===== src/rtl/cook_timer_pkg.sv =====
// Shared types and constants for the microwave cook-time controller.
package cook_timer_pkg;

  localparam int unsigned STATE_W = 3;
  localparam int unsigned DIGIT_W = 4;

  localparam logic [DIGIT_W-1:0] BCD_MAX      = 4'd9;
  localparam logic [DIGIT_W-1:0] SEC_TENS_MAX = 4'd5;

  typedef enum logic [STATE_W-1:0] {
    IDLE  = 3'd0,
    ENTRY = 3'd1,
    COOK  = 3'd2,
    PAUSE = 3'd3,
    DONE  = 3'd4
  } state_t;

  typedef struct packed {
    logic [DIGIT_W-1:0] mt;
    logic [DIGIT_W-1:0] mo;
    logic [DIGIT_W-1:0] st;
    logic [DIGIT_W-1:0] so;
  } bcd_time_t;

endpackage


===== src/rtl/bcd_digit_clamp.sv =====
// Saturates a raw 4-bit keypad code into the BCD range 0-9.
module bcd_digit_clamp
  import cook_timer_pkg::*;
(
  input  logic [DIGIT_W-1:0] raw_digit,
  output logic [DIGIT_W-1:0] bcd_digit
);

  always_comb begin
    bcd_digit = raw_digit;
    if (raw_digit > BCD_MAX) bcd_digit = BCD_MAX;
  end

endmodule


===== src/rtl/cook_timer_ctrl.sv =====
// Microwave cook-time controller: MM:SS keypad entry, 1 Hz BCD countdown, magnetron and beep.
// Optional macro COOK_TIMER_QUICK_START_EN: zero-time start loads QUICK_SEC, start in COOK adds 30 s.
module cook_timer_ctrl
  import cook_timer_pkg::*;
#(
  parameter int unsigned BEEP_TICKS = 3,
  parameter int unsigned QUICK_SEC  = 30
) (
  input  logic                clk,
  input  logic                rst_n,
  input  logic                key_valid,
  input  logic [DIGIT_W-1:0]  key_digit,
  input  logic                start,
  input  logic                stop,
  input  logic                door_open,
  input  logic                tick_1hz,
  output logic [DIGIT_W-1:0]  min_tens,
  output logic [DIGIT_W-1:0]  min_ones,
  output logic [DIGIT_W-1:0]  sec_tens,
  output logic [DIGIT_W-1:0]  sec_ones,
  output logic                magnetron_on,
  output logic                done_beep,
  output logic [STATE_W-1:0]  state_o
);

  localparam bcd_time_t QUICK_TIME = {DIGIT_W'(QUICK_SEC / 600),
                                      DIGIT_W'((QUICK_SEC / 60) % 10),
                                      DIGIT_W'((QUICK_SEC % 60) / 10),
                                      DIGIT_W'(QUICK_SEC % 10)};

  state_t             state_q;
  bcd_time_t          time_q;
  logic [DIGIT_W-1:0] beep_cnt;
  logic               door_q;
  logic [DIGIT_W-1:0] key_bcd;
  bcd_time_t          time_dec;
  logic               time_zero;
  logic               start_ok;
  logic               door_rise;

  bcd_digit_clamp u_clamp (
    .raw_digit (key_digit),
    .bcd_digit (key_bcd)
  );

  // Borrow chain: seconds-ones -> seconds-tens (wraps to 5) -> minutes-ones -> minutes-tens.
  function automatic bcd_time_t bcd_dec(input bcd_time_t t);
    bcd_time_t r;
    r = t;
    if (t.so != '0) begin
      r.so = t.so - 4'd1;
    end else begin
      r.so = BCD_MAX;
      if (t.st != '0) begin
        r.st = t.st - 4'd1;
      end else begin
        r.st = SEC_TENS_MAX;
        if (t.mo != '0) begin
          r.mo = t.mo - 4'd1;
        end else begin
          r.mo = BCD_MAX;
          r.mt = (t.mt != '0) ? t.mt - 4'd1 : BCD_MAX;
        end
      end
    end
    return r;
  endfunction

`ifdef COOK_TIMER_QUICK_START_EN
  // Adds 30 s; seconds-tens carries past 5 into the minutes, whole value saturates at 99:59.
  function automatic bcd_time_t bcd_add30(input bcd_time_t t);
    bcd_time_t r;
    r = t;
    if (t.st + 4'd3 > SEC_TENS_MAX) begin
      r.st = t.st + 4'd3 - 4'd6;
      if (r.st > SEC_TENS_MAX) r.st = SEC_TENS_MAX;
      if (t.mt == BCD_MAX && t.mo == BCD_MAX) begin
        r = {BCD_MAX, BCD_MAX, SEC_TENS_MAX, BCD_MAX};
      end else if (t.mo == BCD_MAX) begin
        r.mo = '0;
        r.mt = t.mt + 4'd1;
      end else begin
        r.mo = t.mo + 4'd1;
      end
    end else begin
      r.st = t.st + 4'd3;
    end
    return r;
  endfunction
`endif

  always_comb begin
    time_dec  = bcd_dec(time_q);
    time_zero = (time_q == '0);
    door_rise = door_open && !door_q;
`ifdef COOK_TIMER_QUICK_START_EN
    start_ok  = start && !door_open;
`else
    start_ok  = start && !door_open && !time_zero;
`endif
  end

  always_ff @(posedge clk) begin
    if (!rst_n) begin
      state_q      <= IDLE;
      time_q       <= '0;
      magnetron_on <= 1'b0;
      done_beep    <= 1'b0;
      beep_cnt     <= '0;
      door_q       <= 1'b0;
    end else begin
      door_q <= door_open;
      case (state_q)
        IDLE, ENTRY: begin
          if (stop) begin
            time_q  <= '0;
            state_q <= IDLE;
          end else if (start_ok) begin
            state_q      <= COOK;
            magnetron_on <= 1'b1;
            // Only reachable in the quick-start build; start_ok excludes zero time otherwise.
            if (time_zero) time_q <= QUICK_TIME;
          end else if (key_valid) begin
            time_q  <= {time_q.mo, time_q.st, time_q.so, key_bcd};
            state_q <= ENTRY;
          end
        end
        COOK: begin
          if (stop || door_open) begin
            state_q      <= PAUSE;
            magnetron_on <= 1'b0;
`ifdef COOK_TIMER_QUICK_START_EN
          end else if (start) begin
            time_q <= bcd_add30(time_q);
`endif
          end else if (tick_1hz) begin
            time_q <= time_dec;
            if (time_dec == '0) begin
              state_q      <= DONE;
              magnetron_on <= 1'b0;
              done_beep    <= 1'b1;
              beep_cnt     <= DIGIT_W'(BEEP_TICKS);
            end
          end
        end
        PAUSE: begin
          if (stop) begin
            time_q  <= '0;
            state_q <= IDLE;
          end else if (start && !door_open) begin
            state_q      <= COOK;
            magnetron_on <= 1'b1;
          end
        end
        DONE: begin
          if (stop || key_valid || start || door_rise) begin
            state_q   <= IDLE;
            done_beep <= 1'b0;
            beep_cnt  <= '0;
          end else if (tick_1hz) begin
            if (beep_cnt <= 4'd1) begin
              state_q   <= IDLE;
              done_beep <= 1'b0;
              beep_cnt  <= '0;
            end else begin
              beep_cnt <= beep_cnt - 4'd1;
            end
          end
        end
        default: begin
          state_q      <= IDLE;
          time_q       <= '0;
          magnetron_on <= 1'b0;
          done_beep    <= 1'b0;
          beep_cnt     <= '0;
        end
      endcase
    end
  end

  assign min_tens = time_q.mt;
  assign min_ones = time_q.mo;
  assign sec_tens = time_q.st;
  assign sec_ones = time_q.so;
  assign state_o  = state_q;

endmodule


===== config.mk =====
export PLATFORM = sky130hd
export DESIGN_NAME = cook_timer_ctrl
export DESIGN_NICKNAME = d
export VERILOG_FILES = /design/src/rtl/cook_timer_pkg.sv /design/src/rtl/bcd_digit_clamp.sv /design/src/rtl/cook_timer_ctrl.sv
export SDC_FILE = /design/constraint.sdc
export NUM_CORES = 1
export LEC_CHECK = 0
export BUFFER_PORTS_ARGS = -buffer_cell sky130_fd_sc_hd__buf_2
export CAP_MARGIN = 10
export CORE_MARGIN = 1.5
export CORE_UTILIZATION = 56
export DETAILED_ROUTE_END_ITERATION = 16
export HOLD_SLACK_MARGIN = 0.03
export PLACE_DENSITY = 0.8
export SYNTH_ARGS = -nofsm -noshare
export SYNTH_HDL_FRONTEND = slang
export SYNTH_SLANG_ARGS = --single-unit

===== constraint.sdc =====
create_clock -name clk -period 3.25 [get_ports clk]
set_clock_uncertainty 0.05 [all_clocks]
set_input_delay 0.325 -clock clk [delete_from_list [all_inputs] [get_ports clk]]
set_output_delay 0.325 -clock clk [all_outputs]
set_load 0.02 [all_outputs]

* Yosys cells after proc, flatten, opt, wreduce, memory -nomap -nowiden *
Cells that the tools add are included.
W data, S select, Z words.

word-level totals
  bits in registers = 26
  bits of input ports = 11
  output and inout port bits = 21
  logic and storage cells = 111

operators by class
  add/sub/neg operators = 5
  magnitude comparators = 2
  equality and inequality tests = 19
  muxes and demuxes = 50
  bitwise gates (word level) = 2
  reductions and logical operators = 24

operators with widths
  cell                   number
  $mux W16               7
  $pmux W16 S4           1
  $mux W4                12
  $mux W3                11
  $logic_not A16 Y1      2
  $sub A4 B1 Y4 const B  5
  $reduce_and A6 Y1      3
  $ne A2 B2 Y1 const B   8
  $reduce_bool A4 Y1     4
  $ne A3 B3 Y1 const B   5
  $mux W1                13
  $mux W12               1
  $pmux W3 S4            1
  $pmux W4 S3            1
  $mux W8                1
  $ne A4 B4 Y1 const B   2
  $reduce_and A7 Y1      1
  $eq A3 B2 Y1 const B   2
  $reduce_and A5 Y1      1
  $gt A4 B4 Y1 const B   1
  $le A4 B1 Y1 const B   1
  $logic_or A1 B1 Y1     4
  $pmux W1 S4            1
  $eq A3 B1 Y1 const B   1
  other kinds (8)        13

* Longest topological paths before layout *
Gate-level depths: netlist of the first run.

  word-level depth = 10
  mapped depth = 9

* Cells and area by module *
A second synthesis of the first run with hierarchy kept.

unflattened totals
  cells, all modules = 252
  area, all modules = 2029.4 um2

by module, submodules not included
  module           times used  cells each  area an instance (um2)  seq. area each (um2)
  cook_timer_ctrl  1           247         2001.9                  520.5
  bcd_digit_clamp  1           5           27.5                    0.0

* Worst setup path before layout of the first run *
Ideal clock, no wire load.

  path type = reg-to-reg
  from = register time_q, in the netlist sec_ones[3]
  to = register magnetron_on
  arrival = 2.465 ns
  data required time = 3.084 ns
  slack = 0.620 ns
  cell stages (with the launch flop) = 8
  clock period less this slack = 2.630 ns
  cell sequence = dfxtp_1 -> or4_4 -> buf_6 -> or4_4 -> o21ai_2 -> nor4b_4 -> o21ai_0 -> a31o_1

between the ends
  word-level cells in the longest chain between the ends = 5
  elaborated cells on any way between the ends = 11
  classes of those cells = add/sub (1); eq/ne (2); mux (2); reduce/logical (6)

ends and longest elaborated chain
  item                                                                  RTL line                                       RTL
  from (decl)                                                           cook_timer_ctrl.sv:32                          bcd_time_t time_q;
  from (signal assigned)                                                cook_timer_ctrl.sv:124                         time_q <= {time_q.mo, time_q.st, time_q.so, key_bcd};
  from (signal assigned)                                                cook_timer_ctrl.sv:137                         time_q <= time_dec;
  $sub A4 B1 Y4, or another cell as far along                           cook_timer_ctrl.sv:51                          r.so = t.so - 4'd1;
  $mux W4, or another cell as far along                                 cook_timer_ctrl.sv:50                          if (t.so != '0) begin
  $logic_not A16 Y1 / $logic_and A1 B1 Y1 (equally long branches)       cook_timer_ctrl.sv:138, cook_timer_ctrl.sv:99
  $ne A3 B3 Y1 (no source line) / $ne A2 B2 Y1 (equally long branches)  --
  $reduce_and A7 Y1 (no source line) (*)                                --
  to (signal assigned)                                                  cook_timer_ctrl.sv:131                         magnetron_on <= 1'b0;
  to (signal assigned)                                                  cook_timer_ctrl.sv:140                         magnetron_on <= 1'b0;
  to (signal assigned)                                                  cook_timer_ctrl.sv:152                         magnetron_on <= 1'b1;
  to (decl)                                                             cook_timer_ctrl.sv:21                          output logic magnetron_on,

Mark *: on every way between the ends. The rest lies on a longest branch, timed or not.
A chain may end at the register's enable or synchronous reset.

* Worst setup path after layout of the first run *
  from = register time_q, in the netlist sec_tens[3]
  to = register magnetron_on

between the ends
  word-level cells in the longest chain between the ends = 6
  elaborated cells on any way between the ends = 12
  classes of those cells = add/sub (1); eq/ne (2); mux (3); reduce/logical (6)

ends and longest elaborated chain
  item                                                        RTL line                                      RTL
  $sub A4 B1 Y4 / $reduce_bool A4 Y1 (equally long branches)  cook_timer_ctrl.sv:55, cook_timer_ctrl.sv:54
  $mux W4 / $mux W8 (equally long branches)                   cook_timer_ctrl.sv:54                         if (t.st != '0) begin
  $mux W12                                                    cook_timer_ctrl.sv:50
  $logic_not A16 Y1                                           cook_timer_ctrl.sv:138                        if (time_dec == '0) begin
  $ne A3 B3 Y1 (no source line)                               --
  $reduce_and A7 Y1 (no source line) (*)                      --

Marked as above.

==> metrics.cfg, run 1 <==
[global_routing]
grt-ovfl-total = 0
track_usage = 0.272
grt_pass1_vias = 1645
antenna_found_initial = 0
grt_pass1_wl_um = 7690
grt_max_degree = 33

[floorplanning]
row_count = 20
io_pins = 32
dieWidth_um = 60.5
initial_utilization = 0.598
die_y_um = 60.5
dieArea_um2 = 3670
core_um2 = 3100

[route]
drc = 0
drt-pass1-iter-count = 4
wl_per_cell_um = 15.2
first_iter_violations = 140
viasPerCell = 6.38
routed-via-count = 1979
wl_um = 4710
final_antenna_net_count = 0

[timing]
worst_pin_slew_ps = 635
hold_viol_final = 0
grt_setup_unrepaired = no
timing.fmax_mhz = 356
slew_headroom = 0.576
period_share = 0.864
slew_violations = 0
fin_crit_ps = 2810
finalSetupViolations = 0
setup_tns_ps = 0
setup_ws_ps = 443

[synthesis]
netlist_instances = 247
ys_seq_area_frac = 0.281
syn_area_um2 = 1850
synth_fp_nets = 260
synth_edf_count = 0
synthArstFlopShare = 0
synth_ff_type = dfxtp_1
yosysWarningCount = 0
synth_xor_area_frac = 0.00945
synth_top_cells_by_area = dfxtp_1 (28%), o21ai_0 (7.8%), a21oi_1 (7.6%)
synth_compound_area_frac = 0.348
avgSynthCellArea_um2 = 7.51
synthSimpleGateAreaFrac = 0.278
synthDominantCellAreaShare = 0.281
post_synth_mux_area_share = 0.0108
synth_adder_area_share = 0.0135
synth.ff_latch_count = 26
synth_top_family_by_area = compound AO/OA/AOI/OAI gates
synth.distinct_cells = 63
synth_top_area_cell = dfxtp_1

[layout]
final_util = 0.653
final_cell_count_no_fill = 310
n_antenna_cell = 0
drive_above_1_share = 0.214
nets = 280
syn2layout_area_growth_pct = 9.31
fin_area_um2 = 2030

[clocking]
holdBufCountCts = 0
cts_setup_buffers = 0
cts_repair_resize_count = 0
clk_pin_slew_ps = 160
clock_latency_ps = 330
htreeDepth = 1
clock_path_buffers = 2
clock_sinks = 26
clock-root-buffer = clkbuf_4
cts_buffers = 3
cts_tree = yes

[place]
dp.cells = 306
port_buffers = 31
place_congestion = 0.871
postPlaceCellArea_um2 = 1990
dp_slack_ps = 504
dpl.hpwl_um = 3270

[critical_path]
path_buf_inv = 0
r2r.worst_path.cells = 6
startpoint_type = flip-flop
path_max_fanout = 8
critPathMaxStageDelay_ps = 650
crit_path_cell_trace = or4_1 > or4_4 > o21ai_2 > nor4b_4 > o21ai_0 > a31o_1
cp.arrival_ps = 3000
cp-end-kind = flip-flop
critPathKind = flip-flop to flip-flop
worst_path_dominant_cell_family = simple AND/OR/NAND/NOR gates
reg2reg_from = sec_tens[3]$_SDFFE_PN0P_
crit_required_ps = 3450
worst_r2r_endpoint = magnetron_on$_SDFFE_PN0P_
r2r_slack_ps = 440
slowest_stage = or4_1

[outcome]
outcome = finished clean

[power_and_ir_drop]
power_leakage_nw = 0.759
pwr_density_cell_nw_per_um2 = 609
ir_worst_vdd_mv = 0.348

[run]
cap_violations = 0

[worst_hold_path]
min_path_type = primary input to flip-flop
min_from = door_open
hold_end = door_q$_SDFF_PN0_
holdPathStages = 2

[synth_stat cells, drive strengths merged, types with 3 or more instances]
cell	instances
o21ai	31
o31ai	3
or2	4
o22ai	3
buf	4
nor2	20
a21oi	28
or3	4
nor4b	4
nand2	18
nand2b	3
dfxtp	26
or4	5
nor4	7
inv	6
nor2b	3
a211oi	4
nor3	12
clkbuf	13
and2	3
a31oi	5
[cells by family after synthesis]
family	count (synthesis)
flops	26
buf+inv	24
mux	2
fa+ha+maj	2
compound gates	100
simple gates	91
xor+xnor	2
[layout by cell type, fill, tap and decap left out, types with 2 or more instances in the layout]
cell type  count
or4_4          2
inv_1          6
clkbuf_4       3
a211oi_1       3
o31ai_1        3
mux2i_1        2
a31oi_1        5
dfxtp_1       26
nor2_1        19
buf_2         31
ha_1           2
o21ai_0       29
or3_2          2
a22oi_1        2
nor2b_1        3
nor4_1         7
nor4b_1        3
nand2_1       18
a32o_1         2
or3_1          2
a21oi_1       28
or4_1          3
nand2b_1       3
o21ai_2        2
o21ba_2        2
nand3b_1       2
nor3_1        12
o32ai_1        2
and2_1         3
buf_4          2
or2_2          4
o22ai_1        3
[state kept, by name, summed over array words and instances (netlist names)]
signal / flops
sec_ones: 4
min_tens: 4
sec_tens: 4
magnetron_on: 1
door_q: 1
done_beep: 1
state_o: 3
min_ones: 4
beep_cnt: 4
[layout make-up]
cell class	count	area, um^2
clock buffers	4	36.3
fillers	300	1080
repair buffers	33	170
well taps	44	55.1
flip-flops and latches	26	520
inverters	6	22.5
multi-input cells	197	1220
[how the worst max path moves through the flow]
stage	startpoint	end	slack, ps	depth (start not counted)
2_1_floorplan	sec_ones[3]$_SDFFE_PN0P_	magnetron_on$_SDFFE_PN0P_	620	7
5_1_grt	sec_tens[3]$_SDFFE_PN0P_	sec_tens[3]$_SDFFE_PN0P_	340	6
6_report	sec_tens[3]$_SDFFE_PN0P_	magnetron_on$_SDFFE_PN0P_	440	6
3_5_place_dp	sec_tens[3]$_SDFFE_PN0P_	magnetron_on$_SDFFE_PN0P_	500	6
3_3_place_gp	sec_ones[3]$_SDFFE_PN0P_	magnetron_on$_SDFFE_PN0P_	510	6
4_1_cts	sec_tens[3]$_SDFFE_PN0P_	magnetron_on$_SDFFE_PN0P_	480	6
[stage by stage]
stage	hold slack, ps	power, W
global route	202	0.00133
finish	193	0.00123
CTS	187	0.00123
global placement	425	0.00105
floorplan	397	0.000927
detailed placement	430	0.00106
[metal layers]
layer	vias up	GRT usage	part of all wire
met5	-	0	0
met3	4	0.0277	0.066
met2	80	0.425	0.45
met4	0	0.0776	0.0068
li1	983	-	-
met1	912	0.401	0.48
[power breakdown]
part           switching (W)  internal [W]
Combinational       0.000367      0.000228
Clock               0.000107     0.0000686
Sequential         0.0000983      0.000366
Total               0.000572      0.000663
(Power assumes the default switching activity.)
==> inputs of run 2 (changes only) <==
--- a/config.mk
+++ b/config.mk
@@ -9,9 +9,10 @@
 export CAP_MARGIN = 10
 export CORE_MARGIN = 1.5
 export CORE_UTILIZATION = 56
+export CTS_BUF_LIST = sky130_fd_sc_hd__clkbuf_16
 export DETAILED_ROUTE_END_ITERATION = 16
 export HOLD_SLACK_MARGIN = 0.03
-export PLACE_DENSITY = 0.8
+export PLACE_DENSITY_LB_ADDON = 0.1
 export SYNTH_ARGS = -nofsm -noshare
 export SYNTH_HDL_FRONTEND = slang
 export SYNTH_SLANG_ARGS = --single-unit
==> run 2 against run 1 <==
Combinational power is 3.7% higher. Worst setup slack better by 46 ps. First-iteration DRC count is 5.0% lower. Clock power is 110% higher. Sequential cell count stayed put. Hold slack better by 79 ps. Power is 17% higher. Final area is 4.1% higher. Largest cell class unchanged. Sequential share of layout area is 1.0 points lower. Critical path depth stayed put. Final cell count is 0.65% higher. Critical endpoint is now beep_cnt[2]$_SDFFE_PN0P_.
==> metrics.cfg, run 2 (synthesis results as in run 1) <==
[outcome]
outcome = finished clean

[global_routing]
grt_pass1_wl_um = 7790  ; +1.4%
grt_pass1_vias = 1619  ; -1.6%
track_usage = 0.279  ; +0.00710
grt-ovfl-total = 0  ; unchanged
grt_max_degree = 33  ; unchanged
antenna_found_initial = 0  ; unchanged

[worst_hold_path]
min_path_type = primary input to flip-flop
min_from = door_open
hold_end = door_q$_SDFF_PN0_
holdPathStages = 2  ; unchanged

[clocking]
cts_tree = yes
clock_path_buffers = 2  ; unchanged
cts_setup_buffers = 0  ; unchanged
clock_latency_ps = 260  ; -70 ps
cts_repair_resize_count = 0  ; unchanged
htreeDepth = 1  ; unchanged
clock_sinks = 26  ; unchanged
holdBufCountCts = 0  ; unchanged
cts_buffers = 3  ; unchanged
clock-root-buffer = clkbuf_16
clk_pin_slew_ps = 70  ; -90 ps

[timing]
slew_violations = 0  ; unchanged
finalSetupViolations = 0  ; unchanged
period_share = 0.850  ; -0.0141
hold_viol_final = 0  ; unchanged
slew_headroom = 0.585  ; +0.00916
worst_pin_slew_ps = 621  ; -13.7 ps
setup_tns_ps = 0  ; unchanged
grt_setup_unrepaired = no
timing.fmax_mhz = 362  ; +1.7%
setup_ws_ps = 489  ; +45.7 ps
fin_crit_ps = 2760  ; -45.7 ps

[critical_path]
r2r_slack_ps = 490  ; +50 ps
cp-end-kind = flip-flop
reg2reg_from = sec_tens[3]$_SDFFE_PN0P_
path_max_fanout = 8  ; unchanged
critPathKind = flip-flop to flip-flop
r2r.worst_path.cells = 6  ; unchanged
startpoint_type = flip-flop
worst_r2r_endpoint = beep_cnt[2]$_SDFFE_PN0P_
crit_required_ps = 3370  ; -80 ps
cp.arrival_ps = 2880  ; -120 ps

[power_and_ir_drop]
pwr_density_cell_nw_per_um2 = 684  ; +12%
ir_worst_vdd_mv = 0.547  ; +57%
power_leakage_nw = 0.799  ; +5.3%

[layout]
final_common_cell = buf_2
nets = 282  ; +0.71%
n_antenna_cell = 0  ; unchanged
fillers = 276  ; -8.0%
multiInputGateArea_um2 = 1220  ; unchanged
syn2layout_area_growth_pct = 13.8
seq_area_um2 = 520  ; unchanged
final_cell_mix = buf_2 (31), o21ai_0 (29), a21oi_1 (28), dfxtp_1 (26), nor2_1 (19)
final_util = 0.680  ; +0.0270
drive_above_1_share = 0.220  ; +0.00586

[route]
drc = 0  ; unchanged
wl_per_cell_um = 15.6  ; +2.8%
wl_um = 4880  ; +3.5%
final_antenna_net_count = 0  ; unchanged
first_iter_violations = 133  ; -5.0%
routed-via-count = 1955  ; -1.2%
viasPerCell = 6.27  ; -1.8%
drt-pass1-iter-count = 5  ; +1

[place]
dp_slack_ps = 577  ; +72.8 ps
place_congestion = 0.845  ; -2.9%
port_buffers = 31  ; unchanged
dpl.hpwl_um = 3250  ; -0.56%

[floorplanning]
dieWidth_um = 60.5  ; unchanged
core_um2 = 3100  ; unchanged
die_y_um = 60.5  ; unchanged
dieArea_um2 = 3670  ; unchanged
io_pins = 32  ; unchanged
row_count = 20  ; unchanged
initial_utilization = 0.598  ; unchanged

[run]
cap_violations = 0  ; unchanged

run 2: cell count changes in the layout (fill, tap and decap cells not counted), sizes merged:
cell	change
buf	+2
bufinv	+1
clkbuf	-1
run 2: worst max path at each step:
stage / depth (start not counted) / end / slack, ps / startpoint
global route: 6 / beep_cnt[2]$_SDFFE_PN0P_ / 350 / sec_tens[3]$_SDFFE_PN0P_
floorplan: 7 / magnetron_on$_SDFFE_PN0P_ / 620 / sec_ones[3]$_SDFFE_PN0P_
global placement: 6 / magnetron_on$_SDFFE_PN0P_ / 640 / sec_tens[3]$_SDFFE_PN0P_
CTS: 6 / beep_cnt[2]$_SDFFE_PN0P_ / 540 / sec_tens[3]$_SDFFE_PN0P_
finish: 6 / beep_cnt[2]$_SDFFE_PN0P_ / 490 / sec_tens[3]$_SDFFE_PN0P_
detailed placement: 6 / beep_cnt[2]$_SDFFE_PN0P_ / 580 / sec_tens[3]$_SDFFE_PN0P_
run 2: power by group:
part           total (W)  internal (W)  switching (W)  leakage (nW)
Sequential      0.000465      0.000367      0.0000988         0.213
Clock           0.000362      0.000245       0.000117        0.0511
Combinational   0.000617      0.000239       0.000379         0.535
run 2: cell type report:
| type | count | share of cell area |
|---|---|---|
| timing repair buffer | 35 | 0.0877 |
| sequential | 26 | 0.247 |
| clock buffer | 3 | 0.0356 |
| clock inverter | 1 | 0.0142 |
| inverter | 6 | 0.0107 |
| tap | 44 | 0.0261 |
| multi-input combinational | 197 | 0.579 |
run 2: critical path, cell delays in order, from the launching register on:
cell	delay [ps]
dfxtp_1	370
or4_1	640
or4_4	560
o21ai_2	170
nor4b_4	430
o21ai_2	140
o32ai_1	300
run 2: per-stage QoR:
stage	instance area (um^2)	hold slack [ps]	power, W	std cells
floorplan	1850	397	0.000927	247
global placement	2010	426	0.00107	308
detailed placement	2010	428	0.00107	308
CTS	2110	270	0.00144	312
global route	2110	311	0.00153	312
finish	2110	272	0.00144	312
run 2: per-layer routing:
metal,vias up,share of wire,track usage
met5,-,0,0
met4,0,0.0039,0.0652
met2,70,0.45,0.443
met3,2,0.059,0.0362
met1,897,0.49,0.408
li1,986,-,-
==> inputs of run 3 (changes only) <==
==> constraint.sdc (replaced) <==
create_clock -name clk -period 2.8 [get_ports clk]
set_clock_uncertainty 0.05 [all_clocks]
set_input_delay 0.28 -clock clk [delete_from_list [all_inputs] [get_ports clk]]
set_output_delay 0.28 -clock clk [all_outputs]
set_load 0.02 [all_outputs]
==> run 3 against run 2 <==
Clock power up 15%. Critical endpoint is now magnetron_on$_SDFFE_PN0P_. Largest cell class unchanged. Final area rose by 5.2%. Power grew 21%.
==> metrics.cfg, run 3 (synthesis results as in run 1) <==
[route]
viasPerCell = 6.34  ; +1.1%
wl_per_cell_um = 16.5  ; +5.4%
drt-pass1-iter-count = 6  ; +1
final_antenna_net_count = 0  ; unchanged
wl_um = 5350  ; +9.8%
routed-via-count = 2059  ; +5.3%
drc = 0  ; unchanged
first_iter_violations = 267  ; +100%

[place]
place_congestion = 0.894  ; +5.8%
port_buffers = 31  ; unchanged
postPlaceCellArea_um2 = 2100  ; +4.7%
dpl.hpwl_um = 3620  ; +11%
dp_slack_ps = 169  ; -408 ps

[timing]
grt_setup_unrepaired = no
timing.fmax_mhz = 377  ; +4.1%
finalSetupViolations = 0  ; unchanged
slew_headroom = 0.553  ; -0.0317
fin_crit_ps = 2650  ; -109 ps
slew_violations = 0  ; unchanged
setup_tns_ps = 0  ; unchanged
hold_viol_final = 0  ; unchanged
worst_pin_slew_ps = 670  ; +49.1 ps
period_share = 0.947  ; +0.0975
setup_ws_ps = 148  ; -341 ps

[clocking]
cts_tree = yes
clock-root-buffer = clkbuf_16
clk_pin_slew_ps = 70  ; about the same
clock_path_buffers = 2  ; unchanged
clock_sinks = 26  ; unchanged
clock_latency_ps = 260  ; about the same
cts_repair_resize_count = 0  ; unchanged
cts_buffers = 3  ; unchanged
htreeDepth = 1  ; unchanged

[critical_path]
path_max_fanout = 7  ; -1
slowest_stage = or4_1
cp-end-kind = flip-flop
critPathKind = flip-flop to flip-flop
crit_required_ps = 2900  ; -470 ps
cp.arrival_ps = 2750  ; -130 ps
r2r_slack_ps = 150  ; -340 ps
startpoint_type = flip-flop
crit_path_cell_trace = or4_1 > or4_4 > o21ai_2 > nor4b_4 > buf_4 > o21ai_0 > a31o_1
critPathMaxStageDelay_ps = 640  ; about the same

[run]
cap_violations = 0  ; unchanged

[floorplanning]
die_y_um = 60.5  ; unchanged
io_pins = 32  ; unchanged
dieWidth_um = 60.5  ; unchanged
initial_utilization = 0.598  ; unchanged
core_um2 = 3100  ; unchanged
row_count = 20  ; unchanged
dieArea_um2 = 3670  ; unchanged

[layout]
syn2layout_area_growth_pct = 19.8
drive_above_1_share = 0.256  ; +0.0361
final_cell_mix = buf_2 (31), o21ai_0 (29), a21oi_1 (28), dfxtp_1 (26), nor2_1 (19)
multiInputGateArea_um2 = 1220  ; unchanged
seq_area_um2 = 520  ; unchanged
final_common_cell = buf_2
nets = 295  ; +4.6%
n_antenna_cell = 0  ; unchanged
fillers = 270  ; -2.2%
fin_area_um2 = 2220  ; +5.2%

[power_and_ir_drop]
power_frac_comb = 0.477  ; +0.050
power_leakage_nw = 0.873  ; +9.2%
switchingPower_w = 0.000715  ; +20%
p_sw_frac = 0.408  ; -0.00314
clock_power_share = 0.238  ; -0.013
pwr-share-seq = 0.285  ; -0.037
pwr_density_cell_nw_per_um2 = 789  ; +15%
intPower_w = 0.00104  ; +22%
ir_worst_vdd_mv = 0.378  ; -31%

[global_routing]
grt_max_degree = 33  ; unchanged
grt_pass1_wl_um = 8390  ; +7.7%
track_usage = 0.301  ; +0.0220
grt-ovfl-total = 0  ; unchanged
grt_pass1_vias = 1693  ; +4.6%
antenna_found_initial = 0  ; unchanged

[worst_hold_path]
min_path_type = primary input to flip-flop

[outcome]
outcome = finished clean

## run 3: cell type report
| type | count | area share |
|---|---|---|
| Inverter | 6 | 0.0101 |
| Clock buffer | 3 | 0.0338 |
| Timing Repair Buffer | 48 | 0.133 |
| Sequential cell | 26 | 0.234 |
| Multi-Input combinational cell | 197 | 0.550 |
| Tap cell | 44 | 0.0248 |
| Clock inverter | 1 | 0.0135 |
## run 3: power by group through the flow
stage / Combinational, W / Clock, W / Sequential (W)
after floorplan: 0.000514 / 0 / 0.000562
after global placement: 0.000793 / 0 / 0.000503
after detailed placement: 0.000806 / 0 / 0.000504
after CTS: 0.000812 / 0.000418 / 0.000496
after global routing: 0.000905 / 0.000441 / 0.000510
final: 0.000835 / 0.000418 / 0.000499
## run 3: critical path, delay by kind of cell, from the launching register on
kind | cells | cell delay, ps
buf+inv | 1 | 200
simple gates | 3 | 1430
compound gates | 3 | 540
flops | 1 | 310
## run 3: what timing repair did
action                                  in CTS  in global routing
endpoints found under the setup margin       0                  2
hold buffers                                 0                  0
setup buffers                                0                  2
## run 3: layer usage
| layer | GRT usage | part of all wire | vias to the layer above |
|---|---|---|---|
| met2 | 0.447 | 0.44 | 109 |
| met1 | 0.445 | 0.45 | 930 |
| met5 | 0 | 0 | - |
| met3 | 0.0490 | 0.078 | 16 |
| li1 | - | - | 1004 |
| met4 | 0.102 | 0.026 | 0 |
## run 3: per-stage QoR
| step | instances | hold slack [ps] | util | power [W] |
|---|---|---|---|---|
| finish | 325 | 225 | 0.716 | 0.00175 |
| global route | 325 | 263 | 0.716 | 0.00186 |
| CTS | 323 | 232 | 0.711 | 0.00173 |
| detailed placement | 319 | 424 | 0.677 | 0.00131 |
| global placement | 319 | 430 | 0.677 | 0.00130 |
| floorplan | 247 | 352 | - | 0.00108 |
## run 3: path summary, 6_finish.rpt
| path | endpoint | start | cells past startpoint |
|---|---|---|---|
| max | magnetron_on$_SDFFE_PN0P_ | sec_tens[3]$_SDFFE_PN0P_ | 7 |
| min | door_q$_SDFF_PN0_ | door_open | 2 |
| max reg2reg | magnetron_on$_SDFFE_PN0P_ | sec_tens[3]$_SDFFE_PN0P_ | 7 |
| min reg2reg | beep_cnt[3]$_SDFFE_PN0P_ | beep_cnt[3]$_SDFFE_PN0P_ | 2 |
